$ cat src/rtl/pipe_pkg.sv
// rtl/pipe_pkg.sv - shared pipeline-control types: controller FSM states and stage indices
package pipe_pkg;

   typedef enum logic [1:0] {
      S_INIT  = 2'd0,
      S_RUN   = 2'd1,
      S_MWAIT = 2'd2
   } state_e;

   // Stage index shared with the hazard/forwarding unit.
   typedef enum logic [2:0] {
      STG_IF  = 3'd0,
      STG_ID  = 3'd1,
      STG_EX  = 3'd2,
      STG_MEM = 3'd3,
      STG_WB  = 3'd4
   } stage_e;

endpackage

$ cat src/rtl/sat_counter.sv
// rtl/sat_counter.sv - CW-bit counter with clear/load/increment/decrement, saturating at both ends
module sat_counter #(
   parameter int CW = 6
) (
   input  logic          clk,
   input  logic          rst_n,
   input  logic          clr_i,
   input  logic          load_i,
   input  logic [CW-1:0] load_val_i,
   input  logic          inc_i,
   input  logic          dec_i,
   output logic [CW-1:0] cnt_o
);

   logic [CW-1:0] cnt_q, cnt_d;

   always_comb begin
      cnt_d = cnt_q;
      if (clr_i)
         cnt_d = '0;
      else if (load_i)
         cnt_d = load_val_i;
      else if (inc_i && (cnt_q != '1))
         cnt_d = cnt_q + CW'(1);
      else if (dec_i && (cnt_q != '0))
         cnt_d = cnt_q - CW'(1);
   end

   always_ff @(posedge clk or negedge rst_n) begin
      if (!rst_n)
         cnt_q <= '0;
      else
         cnt_q <= cnt_d;
   end

   assign cnt_o = cnt_q;

endmodule

$ cat src/rtl/pipe_ctrl.sv
// rtl/pipe_ctrl.sv - hold/clear generator for the pipeline stage registers and PC
// Resolves memory-wait, branch-flush and decode (load-use, mult/div) hazards by fixed priority.
module pipe_ctrl
   import pipe_pkg::*;
#(
   parameter int MD_LAT = 32,
   parameter int CW     = 6,
   parameter int TMO    = 16
) (
   input  logic clk,
   input  logic rst_n,
   input  logic id_load_use,
   input  logic id_md_start,
   input  logic id_md_read,
   input  logic mem_branch_taken,
   input  logic mem_dreq,
   input  logic mem_dack,
   output logic pc_hold,
   output logic ifid_hold,
   output logic ifid_clear,
   output logic idex_hold,
   output logic idex_clear,
   output logic exmem_hold,
   output logic exmem_clear,
   output logic memwb_hold,
   output logic memwb_clear,
   output logic md_start_ok,
   output logic md_busy,
   output logic mem_timeout
);

   state_e        state_q, state_d;
   logic          timeout_q, timeout_d;
   logic [CW-1:0] md_cnt, wait_cnt;
   logic          in_init, in_mwait, stall_mem, ld_stall, wait_hit;

   assign in_init   = (state_q == S_INIT);
   assign in_mwait  = (state_q == S_MWAIT);
   assign stall_mem = mem_dreq & ~mem_dack & ~in_init;
   assign md_busy   = (md_cnt != '0);
   assign ld_stall  = id_load_use | ((id_md_start | id_md_read) & md_busy);
   // wait_cnt reaches TMO at the end of this cycle; raise the sticky flag alongside it.
   assign wait_hit  = in_mwait & (wait_cnt == CW'(TMO - 1));

   always_comb begin
      state_d     = in_init ? S_RUN : (stall_mem ? S_MWAIT : S_RUN);
      timeout_d   = timeout_q | wait_hit;
      pc_hold     = 1'b0;
      ifid_hold   = 1'b0;
      ifid_clear  = 1'b0;
      idex_hold   = 1'b0;
      idex_clear  = 1'b0;
      exmem_hold  = 1'b0;
      exmem_clear = 1'b0;
      memwb_hold  = 1'b0;
      memwb_clear = 1'b0;
      md_start_ok = 1'b0;
      if (in_init) begin
         pc_hold     = 1'b1;
         ifid_clear  = 1'b1;
         idex_clear  = 1'b1;
         exmem_clear = 1'b1;
         memwb_clear = 1'b1;
      end else begin
         md_start_ok = id_md_start & ~md_busy & ~stall_mem & ~mem_branch_taken & ~id_load_use;
         if (stall_mem) begin
            pc_hold     = 1'b1;
            ifid_hold   = 1'b1;
            idex_hold   = 1'b1;
            exmem_hold  = 1'b1;
            memwb_clear = 1'b1;
         end else if (mem_branch_taken) begin
            ifid_clear  = 1'b1;
            idex_clear  = 1'b1;
            exmem_clear = 1'b1;
         end else if (ld_stall) begin
            pc_hold     = 1'b1;
            ifid_hold   = 1'b1;
            idex_clear  = 1'b1;
         end
      end
   end

   always_ff @(posedge clk or negedge rst_n) begin
      if (!rst_n) begin
         state_q   <= S_INIT;
         timeout_q <= 1'b0;
      end else begin
         state_q   <= state_d;
         timeout_q <= timeout_d;
      end
   end

   assign mem_timeout = timeout_q;

   // The mult/div unit runs free: it keeps counting through stalls and flushes.
   sat_counter #(.CW(CW)) u_md_cnt (
      .clk        (clk),
      .rst_n      (rst_n),
      .clr_i      (1'b0),
      .load_i     (md_start_ok),
      .load_val_i (CW'(MD_LAT)),
      .inc_i      (1'b0),
      .dec_i      (1'b1),
      .cnt_o      (md_cnt)
   );

   sat_counter #(.CW(CW)) u_wait_cnt (
      .clk        (clk),
      .rst_n      (rst_n),
      .clr_i      (~in_mwait),
      .load_i     (1'b0),
      .load_val_i ('0),
      .inc_i      (in_mwait),
      .dec_i      (1'b0),
      .cnt_o      (wait_cnt)
   );

endmodule

$ cat config.mk
export PLATFORM = sky130hd
export DESIGN_NAME = pipe_ctrl
export DESIGN_NICKNAME = d
export VERILOG_FILES = /design/src/rtl/pipe_pkg.sv /design/src/rtl/sat_counter.sv /design/src/rtl/pipe_ctrl.sv
export SDC_FILE = /design/constraint.sdc
export NUM_CORES = 1
export LEC_CHECK = 0
export BUFFER_PORTS_ARGS = -buffer_cell sky130_fd_sc_hd__buf_2
export CAP_MARGIN = 40
export CORE_MARGIN = 10
export CORE_UTILIZATION = 40
export DETAILED_ROUTE_END_ITERATION = 16
export MAX_ROUTING_LAYER = met4
export SETUP_SLACK_MARGIN = 0.15
export SLEW_MARGIN = 20
export SYNTH_ARGS = -nofsm -noshare
export SYNTH_HDL_FRONTEND = slang
export SYNTH_SLANG_ARGS = --single-unit
$ cat constraint.sdc
create_clock -name clk -period 1.8 [get_ports clk]
set_input_delay 0 -clock clk [delete_from_list [all_inputs] [get_ports clk]]
set_output_delay 0 -clock clk [all_outputs]
set_load 0.1 [all_outputs]
* Word level (Yosys, flattened, before mapping) *
Cells that the tools add are included.

storage, ports and cells
  bits in registers = 15
  bits of input ports = 8
  output and inout port bits = 12
  word-level logic and storage cells = 52

cells by class
  add/sub/neg operators = 2
  equality and inequality tests = 4
  muxes and demuxes = 21
  bitwise logic cells = 17
  reductions and logical operators = 4

operators with widths
  kind                                               number
  2-to-1 mux 6 bit                                   4
  2-to-1 mux 1 bit                                   15
  bitwise AND 1 bit                                  8
  adder 6 x 1 -> 6 bit (second input constant)       1
  == test 6 x 4 -> 1 bit (second input constant)     1
  != test 6 bit (second input constant)              1
  inverter 1 bit                                     6
  nonzero test 6 bit                                 1
  subtractor 6 x 1 -> 6 bit (second input constant)  1
  2-to-1 mux 2 bit                                   2
  bitwise OR 1 bit                                   3
  == test 2 bit (second input constant)              1
  zero test 2 bit                                    1
  != test 2 x 1 -> 1 bit (second input constant)     1
  nonzero test 2 bit                                 1
  logical AND 1 bit                                  1

* Longest topological paths before layout *
Gate-level depths: netlist of the first run.

  word-level depth = 9
  gate-level depth with buffers = 6
  depth with buffers taken out = 6

* Modules after synthesis *
A second synthesis of the first run with hierarchy kept.

unflattened totals
  cells, all modules = 148
  area total of the unflattened synthesis = 1313.8 um2

modules (own cells, without submodules)
  module       instances  cells each  area an instance (um2)  sequential area each (um2)
  sat_counter  2          57          518.0                   150.1
  pipe_ctrl    1          34          277.8                   75.1

* Least setup slack after synthesis of the first run *
OpenSTA, ideal clock, no wires.

  kind = register to output
  from = reg u_md_cnt.cnt_q[0] (netlist: u_md_cnt.cnt_o[0])
  to = out md_start_ok
  arrival time = 2.891 ns
  required time = 1.800 ns
  slack = -1.091 ns
  cell stages (with the launch flop) = 7
  buffers on the path = 0
  cell sequence = dfrtp_1 -> inv_1 -> ha_1 -> nor3b_4 -> and2_1 -> inv_1 -> nor2_1

between the ends
  longest elaborated chain between the ends = 7

RTL lines
  item                            RTL line           source
  start: declaration              sat_counter.sv:15  logic [CW-1:0] cnt_q, cnt_d;
  start signal: assignment        sat_counter.sv:33  cnt_q <= cnt_d;
  nonzero test 6 bit              pipe_ctrl.sv:40    assign md_busy = (md_cnt != '0);
  named net md_busy               pipe_ctrl.sv:28    output logic md_busy,
  inverter 1 bit                  pipe_ctrl.sv:65    md_start_ok = id_md_start & ~md_busy & ~stall_mem & ~mem_branch_taken & ~id_load_use;
  bitwise AND 1 bit (4 in a row)  pipe_ctrl.sv:65
  2-to-1 mux 1 bit                pipe_ctrl.sv:58    if (in_init) begin
  end: declaration                pipe_ctrl.sv:27    output logic md_start_ok,

The timed path passes the listed nets, and every way through them passes these cells.

* Worst setup path in the final report of the first run *
  from = reg u_md_cnt.cnt_q[1] (netlist: u_md_cnt.cnt_o[1])
  to = out idex_clear

between the ends
  longest elaborated chain between the ends = 7

RTL lines
  item                RTL line         source
  nonzero test 6 bit  pipe_ctrl.sv:40
  bitwise AND 1 bit   pipe_ctrl.sv:41  assign ld_stall = id_load_use | ((id_md_start | id_md_read) & md_busy);
  bitwise OR 1 bit    pipe_ctrl.sv:41
  2-to-1 mux 1 bit    pipe_ctrl.sv:76  end else if (ld_stall) begin
  2-to-1 mux 1 bit    pipe_ctrl.sv:72  end else if (mem_branch_taken) begin
  2-to-1 mux 1 bit    pipe_ctrl.sv:66  if (stall_mem) begin
  2-to-1 mux 1 bit    pipe_ctrl.sv:58
  end: declaration    pipe_ctrl.sv:22  output logic idex_clear,

No other way between the ends.

==> results of run 1 <==
-- worst paths after layout --
| kind | cells after the start | slack [ns] | end |
|---|---|---|---|
| setup / recovery | 7 | 0.06 | idex_clear |
| hold / removal | 3 | 0.05 | state_q[0] |
| setup reg to reg | 8 | 0.21 | u_md_cnt.cnt_o[0] |
| hold reg to reg | 1 | 0.46 | mem_timeout |
| max in group asynchronous | 2 | 1.43 | u_wait_cnt.cnt_o[1] |
| min in group asynchronous | 2 | 0.13 | u_md_cnt.cnt_o[5] |
-- cells in the final DEF (no fill, tap or decap), types with 3 or more instances in the layout --
cell       n
dfrtp_1   15
buf_2     13
buf_4      8
nor2_1     7
inv_1      6
nor3_1     5
a21oi_1    5
buf_12     5
a21o_1     3
nand2_1    3
clkbuf_4   3
buf_6      3
-- per-layer routing --
metal | share of wire, % | up-vias | global-route usage (%)
li1 | - | 392 | -
met1 | 46 | 383 | 14.0
met2 | 46 | 27 | 15.2
met3 | 5.5 | 4 | 3.22
met4 | 2.1 | 0 | 6.28
met5 | 0 | - | -
-- repair_timing --
item,4_1_cts,5_1_grt
hold buffers,1,0
pin swaps,4,2
endpoints found under the setup margin,5,7
resized for setup,11,2
endpoints found under the hold margin,15,0
setup buffers,7,2
-- power breakdown --
group          switching [mW]  internal, mW  leakage [nW]
clock                   0.110        0.0826        0.0177
combinational           0.469         0.391         0.357
sequential             0.0842         0.409         0.194
-- cells by family after synthesis --
kind of cell	after synthesis
other	1
buffers and inverters	11
adders and majority gates	2
AOI/OAI and AO/OA	26
and+or+nand+nor	34
DFF	15
xor gates and xnor gates	1
muxes	1
-- final cells by class --
type	instances	area, um^2
repair buffers	30	269
multi-input cells	65	489
clock buffers	3	22.5
flip-flops and latches	15	375
inverters	8	36.3
fillers	162	751
well taps	27	33.8
clock inverters	1	5.00
-- metrics by stage --
step	worst slack (ns)	cells
6_report	0.0635	149
5_1_grt	-0.0487	149
4_1_cts	0.0731	147
3_5_place_dp	0.0731	135
3_3_place_gp	0.105	135
2_1_floorplan	-0.332	91
-- tightest hold or removal path, stage by stage --
cell and delay, ns:
buf_2 0.08, nor2b_1 0.07, o21ai_2 0.13
-- flip-flops by register name, indices dropped and copies added (netlist names) --
signal,flops
mem_timeout,1
state_q,2
u_md_cnt.cnt_o,6
u_wait_cnt.cnt_o,6
==> metrics.md, run 1 <==
| Metric | Value |
|---|---|
| Status | finished clean |
| Utilization after layout | slightly above 60% |
| Top Ports | 20 |
| Crit path from | u_md_cnt.cnt_o[1] |
| Antenna cell count | 0 |
| Nets | roughly 130 |
| VDD IR max | roughly 0.0008 V |
| HP Start | mem_dack |
| CTS tree | yes |
| Post-Syn Nets | around 100 |
| Initial core utilization | a little over two fifths |
| Share of layout cells above drive strength 1 | approximately two fifths |
| Period utilization | around 96% |
| Pwr Density | around 1300 nW/um^2 |
| Hold Vio Cnt, Final | 0 |
| Synth area leader | dfrtp_1 |
| Buffers on Ports | 18 |
| Period minus WS final | around 1.7 ns |
| Mapped Cells | 91 |
| Async set-reset flop share out of synthesis | 100% |
| Synth top area share | between 40% and 50% |
| Remaining DRCs | 0 |
| Number of routed nets with antenna violations | 0 |
| Vias | ~810 |
| Number of global-route vias before repair | just over 800 |
| Gr ovfl total | 0 |
| Final Skew | 0.00314 ns |
| Final TNS setup | 0 ns |
| Synth Cell Area | 846 um^2 |
| Hold WS | roughly 0.054 ns |
| Post-synth top cells | dfrtp_1, inv_1, nor2_1 |
| Endpoint class of the critical path | primary output |
| Worst-Skew Late Latency | roughly 0.28 ns |
| Pin count of the biggest net entering global routing | 16 |
| Setup Viol. Count Final | 0 |
| Slowest cell on the critical path | dfrtp_1 |
| CP peak stage delay | 0.40 ns |
| Sequential share of the synthesized area | 44.4% |
| Post-synth top flop | dfrtp_1 |
| Total Wirelength | around 2200 um |
| Worst setup SP type | register |
| GP Congestion | between 0.8 and 0.9 |
| Post-synth EDFFs | 0 |
| Xor/xnor share of the synthesized area | 1.04% |
| Syn avg cell area | between 9 and 10 um^2 |
| Detailed router's first-iteration violation count | 36 |
| Vias/cell | between 5 and 6 |
| Area added between synthesis and finish | 45.6% |
| Clock buffer depth | 2 |
| Die width | 66.0 um |
| Core area | 1980 um^2 |
| Hold WC Path Type | in -> reg |
| Yosys cell types | 35 |
| Post-synthesis compound-gate area fraction | 20.7% |
| CP Cell Sequence | inv_1 > ha_2 > nor3b_4 > buf_6 > o2bb2ai_4 > a31oi_4 > buf_12 |
| Antenna violations before repair | 0 |
| Routed WL per cell | between 10 and 15 um |
| Die area | approximately 4400 um^2 |
| Post-Synth Adder-Cell Area | between 2 and 3% |
| WS Path Type | reg -> out |
| First-pass DRT Iterations | 4 |
| Critical Path RT | between 1.5 and 2 ns |
| Post-Synth Simple-Gate Area | between 20 and 25% |
| Crit path DAT | approximately 1.7 ns |
| DP Area | between 1000 and 1500 um^2 |
| RSZ-0062 raised after global routing | yes |
| Crit path buffers/inverters | 3 |
| Kind of cell adding the most delay to the critical path | flip-flops |
| Mux cell area share after synthesis | 1.33% |
| Flops & latches, synth | 15 |
| Dominant cells by area after synthesis | dfrtp_1, a21o_1, inv_1 |
| Row Count | 16 |
| Pleak | between 0.5 and 0.6 nW |
| Final Cell Area | ~1200 um^2 |
| CTS buffer count | 3 |
| Critical R2R Launch | u_md_cnt.cnt_o[1] |
| Top-count cell post-synth | dfrtp_1 |
| Clk pin slew, worst setup/hold paths | 0.09 ns |
| Die Span Y | 66.0 um |
| Post-DP HPWL | 1480 um |
| Global-route wire length before repair | 3670 um |
| Power Total | 1.55 mW |
| GRT Util Overall | between 10% and 20% |
| CTS Sinks | 15 |
| H-tree level count | 1 |
| Largest family of logic cells by synthesized area | simple AND/OR/NAND/NOR gates |
| Synth warn | 0 |
| Pins Over Slew Limit | 0 |
| Worst-path maximum fanout | 3 |
| Max_cap viols | 0 |
| Maximum clock rate | between 0.5 and 0.6 GHz |
| CTS Root Cell | clkbuf_4 |
(Power assumes the default switching activity.)
==> inputs of run 2 (changes only) <==
--- a/config.mk
+++ b/config.mk
@@ -8,9 +8,10 @@
 export BUFFER_PORTS_ARGS = -buffer_cell sky130_fd_sc_hd__buf_2
 export CAP_MARGIN = 40
 export CORE_MARGIN = 10
-export CORE_UTILIZATION = 40
+export CORE_UTILIZATION = 50
 export DETAILED_ROUTE_END_ITERATION = 16
 export MAX_ROUTING_LAYER = met4
+export PLACE_DENSITY = 0.75
 export SETUP_SLACK_MARGIN = 0.15
 export SLEW_MARGIN = 20
 export SYNTH_ARGS = -nofsm -noshare
==> constraint.sdc (replaced) <==
create_clock -name clk -period 1.8 [get_ports clk]
set_input_delay 0.09 -clock clk [delete_from_list [all_inputs] [get_ports clk]]
set_output_delay 0.09 -clock clk [all_outputs]
set_load 0.1 [all_outputs]
==> metrics.md, run 2 (synthesis gave the netlist of run 1 again) <==
| Metric | Value |
|---|---|
| Area added between synthesis and finish | 46.3% (was 45.6%) |
| Total Wirelength | 2410 um (was 2170 um) |
| Pins Over Slew Limit | 0 (unchanged) |
| Core area | 1560 um^2 (was 1980 um^2) |
| Period utilization | 103% (was 96.5%) |
| Number of routed nets with antenna violations | 0 (unchanged) |
| Setup Viol. Count Final | 3 (was 0) |
| CTS buffer count | 3 (unchanged) |
| Global-route wire length before repair | 3950 um (was 3670 um) |
| RSZ-0062 raised after global routing | yes (unchanged) |
| Routed WL per cell | 17.4 um (was 14.5 um) |
| Hold WC Path Type | in -> reg (unchanged) |
| Power Total | 1.62 mW (was 1.55 mW) |
| Top Ports | 20 (unchanged) |
| Endpoint class of the critical path | primary output (unchanged) |
| Die area | 3740 um^2 (was 4350 um^2) |
| Antenna violations before repair | 0 (unchanged) |
| Worst-Skew Late Latency | 0.28 ns (about the same) |
| Final Non-Filler Cells | 139 (was 149) |
| Crit path DAT | 1.77 ns (was 1.74 ns) |
| GRT Util Overall | 14.5% (was 11.0%) |
| Period minus WS final | 1.86 ns (was 1.74 ns) |
| Clock buffer depth | 2 (unchanged) |
| Pin count of the biggest net entering global routing | 16 (unchanged) |
| GP Congestion | 0.864 (was 0.891) |
| Critical Path RT | 1.71 ns (was 1.80 ns) |
| H-tree level count | 1 (unchanged) |
| Failing checks | negative setup slack |
| Worst setup SP type | register (unchanged) |
| Share of layout cells above drive strength 1 | 41.5% (was 40.2%) |
| VDD IR max | 0.00106 V (was 0.000806 V) |
| PnR worst setup slack | -0.0570 ns (was 0.0635 ns) |
| Initial core utilization | 54.3% (was 42.7%) |
| Row Count | 14 (was 16) |
| Gr ovfl total | 0 (unchanged) |
| Die Span Y | 61.1 um (was 66.0 um) |
| Most frequent cells in the layout | dfrtp_1, buf_4, buf_2, clkbuf_4 (was dfrtp_1, buf_2, buf_4, nor2_1, inv_1) |
| Worst-path maximum fanout | 3 (unchanged) |
| Commonest non-fill, non-tap cell in the layout | dfrtp_1 (unchanged) |
| Slowest cell on the critical path | dfrtp_1 (unchanged) |
| Pleak | 0.575 nW (was 0.569 nW) |
| Vias | 807 (was 806) |
| Max_cap viols | 0 (unchanged) |
| WS Path Type | reg -> out (unchanged) |
| Crit path buffers/inverters | 3 (unchanged) |
| CP Cell Sequence | inv_1 > ha_2 > nor3b_4 > buf_6 > o2bb2ai_4 > a31oi_4 > buf_12 (unchanged) |
| Hold Vio Cnt, Final | 0 (unchanged) |
| Die width | 61.1 um (was 66.0 um) |
| First-pass DRT Iterations | 4 (unchanged) |
| Buffers on Ports | 18 (unchanged) |
| Placed Cells incl. Taps | 124 (was 135) |
| Vias/cell | 5.81 (was 5.41) |
| CTS Sinks | 15 (unchanged) |
| Status | finished, violations left (was finished clean) |
| Post-DP HPWL | 1460 um (was 1480 um) |
| Final Skew | 0.0134 ns (was 0.00314 ns) |
| Clk pin slew, worst setup/hold paths | 0.10 ns (was 0.09 ns) |
| CTS Root Cell | clkbuf_4 (unchanged) |
| Nets | 134 (was 133) |
| Number of global-route vias before repair | 848 (was 819) |
| Kind of cell adding the most delay to the critical path | flip-flops (unchanged) |
| Pwr Density | 1310 nW/um^2 (was 1260 nW/um^2) |
| CTS tree | yes (unchanged) |
| Remaining DRCs | 0 (unchanged) |
| Antenna cell count | 0 (unchanged) |
| Detailed router's first-iteration violation count | 22 (was 36) |
| Maximum clock rate | 0.538 GHz (was 0.576 GHz) |
| CP peak stage delay | 0.40 ns (about the same) |
[run 2: cell types whose count changed in the layout (fill, tap and decap cells not counted), sizes merged]
cell / delta
clkbuf: +4
buf: -3
[run 2: per-stage QoR]
stage / area, um^2 / setup slack [ns] / hold slack [ns] / TNS [ns] / utilization (%)
3_5_place_dp: 1070 / 0.113 / 0.0111 / 0 / 68.9
3_3_place_gp: 1070 / 0.174 / 0.0135 / 0 / 68.9
2_1_floorplan: 901 / -0.422 / -0.206 / -0.926 / -
5_1_grt: 1240 / -0.121 / 0.145 / -0.394 / 79.4
6_report: 1240 / -0.0570 / 0.138 / -0.144 / 79.4
4_1_cts: 1190 / -0.0108 / 0.144 / -0.0206 / 76.3
[run 2: worst register-to-register path: cells and delay by family, from the launching register on]
| family | cells | cell delay (ns) |
|---|---|---|
| AOI/OAI and AO/OA | 2 | 0.27 |
| and+or+nand+nor | 1 | 0.53 |
| DFF | 1 | 0.39 |
| buffers and inverters | 2 | 0.26 |
[run 2: final cells by class]
class,instances,area (um^2)
clock buffers,3,22.5
repair buffers,31,279
clock inverters,1,5.00
flip-flops and latches,15,375
fillers,100,322
inverters,8,36.3
multi-input cells,65,499
well taps,16,20.0
[run 2: timing repair]
item | 4_1_cts | 5_1_grt
hold endpoints to repair | 15 | 0
endpoints found under the setup margin | 5 | 10
buffers inserted | 6 | 4
hold buffers | 1 | 0
resized for setup | 8 | 5
pin swaps | 3 | 1
[run 2: worst paths after layout]
kind,startpoint,end,slack (ns),depth (start not counted)
worst min register to register,mem_timeout,mem_timeout,0.46,1
worst max register to register,u_md_cnt.cnt_o[0],u_md_cnt.cnt_o[5],0.23,5
min in group asynchronous,rst_n,mem_timeout,0.22,2
worst max-delay path,u_md_cnt.cnt_o[1],idex_clear,-0.06,7
worst min-delay path,mem_dack,state_q[0],0.14,3
max in group asynchronous,rst_n,u_wait_cnt.cnt_o[0],1.31,2
[run 2: where the power goes]
part / internal (mW) / leakage [nW] / switching [mW]
clock: 0.0823 / 0.0177 / 0.108
combinational: 0.415 / 0.363 / 0.515
sequential: 0.409 / 0.194 / 0.0894
total: 0.906 / 0.575 / 0.713
[run 2: metal layers]
layer	track usage, %	vias up	part of all wire (%)
li1	-	391	-
met1	16.8	379	43
met2	22.8	31	48
met3	3.91	6	5.9
met4	6.84	0	2.3
met5	-	-	0
==> inputs of run 3 (changes only) <==
==> constraint.sdc (replaced) <==
create_clock -name clk -period 1.8 [get_ports clk]
set_input_delay 0.18 -clock clk [delete_from_list [all_inputs] [get_ports clk]]
set_output_delay 0.18 -clock clk [all_outputs]
set_load 0.1 [all_outputs]
==> metrics.md, run 3 (synthesis gave the netlist of run 1 again) <==
| Metric | Value |
|---|---|
| Number of routed nets with antenna violations | 0 (unchanged) |
| Slowest cell on the critical path | dfrtp_1 (unchanged) |
| Kind of cell adding the most delay to the critical path | flip-flops (unchanged) |
| Net Switching | 0.651 mW (was 0.713 mW) |
| Clk pin slew, worst setup/hold paths | 0.09 ns (was 0.10 ns) |
| Final Skew | 0.00663 ns (was 0.0134 ns) |
| Reg2reg end | u_md_cnt.cnt_o[0] (was u_md_cnt.cnt_o[5]) |
| Number of global-route vias before repair | 761 (was 848) |
| FILL cells | 91 (was 100) |
| Vias | 788 (was 807) |
| Antenna violations before repair | 0 (unchanged) |
| Met3 Wirelength | 90 um (was 142 um) |
| VDD IR max | 0.000942 V (was 0.00106 V) |
| CP Cell Sequence | inv_1 > ha_2 > nor3b_4 > buf_6 > o2bb2ai_4 > a31oi_4 > buf_12 (unchanged) |
| Die area | 3740 um^2 (unchanged) |
| CP peak stage delay | 0.40 ns (about the same) |
| Hold Path Depth | 3 (unchanged) |
| RSZ-0062 raised after global routing | yes (unchanged) |
| CTS tree | yes (unchanged) |
| Detailed router's first-iteration violation count | 9 (was 22) |
| Total Wirelength | 2100 um (was 2410 um) |
| WS Path Type | reg -> out (unchanged) |
| Worst setup SP type | register (unchanged) |
| Internal | 0.875 mW (was 0.906 mW) |
| GRT Util Overall | 12.2% (was 14.5%) |
| Hold WC Path Type | in -> reg (unchanged) |
| Metal2 WL | 1170 um (was 1160 um) |
| Nets | 131 (was 134) |
| Uppermost routed layer | met4 (unchanged) |
| Global-route wire length before repair | 3420 um (was 3950 um) |
| Initial core utilization | 54.3% (unchanged) |
| Pins Over Slew Limit | 0 (unchanged) |
| Core area | 1560 um^2 (unchanged) |
| Commonest non-fill, non-tap cell in the layout | dfrtp_1 (unchanged) |
| Post-DP HPWL | 1520 um (was 1460 um) |
| CTS Root Cell | clkbuf_4 (unchanged) |
| Pin count of the biggest net entering global routing | 16 (unchanged) |
| Vias/cell | 5.79 (was 5.81) |
| Row Count | 14 (unchanged) |
| Hold Vio Cnt, Final | 0 (unchanged) |
| Area added between synthesis and finish | 44.8% (was 46.3%) |
| Endpoint class of the critical path | primary output (unchanged) |
| First-pass DRT Iterations | 4 (unchanged) |
| Metal1 wirelength | 827 um (was 1050 um) |
| Remaining DRCs | 0 (unchanged) |
| Combinational share of power | 55.4% (was 57.5%) |
| Worst Reg-to-Reg Cells | 8 (was 5) |
| Gr ovfl total | 0 (unchanged) |
| Flop2flop setup slack | 0.21 ns (was 0.23 ns) |
| Period utilization | 107% (was 103%) |
| Status | finished, violations left (unchanged) |
| Routed WL per cell | 15.4 um (was 17.4 um) |
| Worst-Skew Late Latency | 0.28 ns (about the same) |
| CTS buffer count | 3 (unchanged) |
| Top Ports | 20 (unchanged) |
| Seq pwr share | 31.8% (was 30.8%) |
| Period minus WS final | 1.93 ns (was 1.86 ns) |
| Pleak | 0.561 nW (was 0.575 nW) |
| Final TNS setup | -0.461 ns (was -0.144 ns) |
| Buffers on Ports | 18 (unchanged) |
| HP Start | mem_dack (unchanged) |
| Sw frac | 42.6% (was 44.0%) |
| Share of layout cells above drive strength 1 | 38.3% (was 41.5%) |
| Critical R2R Launch | u_md_cnt.cnt_o[0] (unchanged) |
| Setup Viol. Count Final | 4 (was 3) |
| Clock buffer depth | 2 (unchanged) |
| Crit path DAT | 1.75 ns (was 1.77 ns) |
| Max_cap viols | 0 (unchanged) |
| Antenna cell count | 0 (unchanged) |
| Critical Path RT | 1.62 ns (was 1.71 ns) |
| Utilization after layout | 78.6% (was 79.4%) |
| Die width | 61.1 um (unchanged) |
| Die Span Y | 61.1 um (unchanged) |
| Worst-path maximum fanout | 3 (unchanged) |
| Crit path buffers/inverters | 3 (unchanged) |
| Pwr Density | 1250 nW/um^2 (was 1310 nW/um^2) |
| Worst Hold Endpoint | state_q[0] (unchanged) |
| CTS Sinks | 15 (unchanged) |
| GP Congestion | 0.832 (was 0.864) |
| PnR worst setup slack | -0.132 ns (was -0.0570 ns) |
| Maximum clock rate | 0.518 GHz (was 0.538 GHz) |
| Clock share of power | 12.8% (was 11.8%) |
| H-tree level count | 1 (unchanged) |
| Failing checks | negative setup slack (unchanged) |
| Power Total | 1.53 mW (was 1.62 mW) |
| Most frequent cells in the layout | dfrtp_1, buf_4, buf_2, nor2_1, inv_1 (was dfrtp_1, buf_4, buf_2, clkbuf_4) |
-- run 3: power by group through the flow --
stage                     sequential [mW]  clock, mW  combinational (mW)
after floorplan                     0.486          0               0.492
after global placement              0.497          0               0.668
after detailed placement            0.497          0               0.691
after CTS                           0.484      0.198               0.758
after global routing                0.495      0.217               0.917
final                               0.485      0.195               0.846
-- run 3: what timing repair did --
action,CTS,global route
setup buffers,3,3
pin swaps,0,2
hold buffers,1,0
resized for setup,6,11
endpoints found under the setup margin,8,10
hold endpoints to repair,15,0
-- run 3: worst min-delay path: cells and delay by family --
family	cells	cell delay [ns]
buffers and inverters	1	0.08
and+or+nand+nor	1	0.08
AOI/OAI and AO/OA	1	0.11
-- run 3: how the worst max path moves through the flow --
stage	start	endpoint	cells after the start
after floorplan	u_md_cnt.cnt_o[0]	md_start_ok	6
after global placement	u_md_cnt.cnt_o[1]	ifid_hold	6
after detailed placement	u_md_cnt.cnt_o[1]	ifid_hold	6
after CTS	u_md_cnt.cnt_o[0]	ifid_hold	6
after global routing	u_md_cnt.cnt_o[1]	ifid_hold	7
final	u_md_cnt.cnt_o[1]	idex_clear	7
-- run 3: per-layer routing --
layer | up-vias | track usage, %
li1 | 385 | -
met5 | - | -
met2 | 15 | 21.0
met3 | 2 | 3.91
met1 | 386 | 13.4
met4 | 0 | 2.28
-- run 3: area by class of cell --
class	instances	area, um^2	share of cell area [%]
tap	16	20.0	1.63
inverter	8	36.3	2.96
clock buffer	4	26.3	2.15
sequential	15	375	30.6
multi-input combinational	65	497	40.6
timing repair buffer	28	270	22.1
-- run 3: through the flow --
| stage | instances | setup WS [ns] | hold slack (ns) | area (um^2) |
|---|---|---|---|---|
| final | 136 | -0.132 | 0.219 | 1220 |
| after global routing | 136 | -0.209 | 0.210 | 1220 |
| after CTS | 133 | -0.109 | 0.213 | 1160 |
| after detailed placement | 125 | 0.0347 | 0.0985 | 1090 |
| after global placement | 125 | 0.113 | 0.0960 | 1090 |
| after floorplan | 91 | -0.512 | -0.116 | 917 |
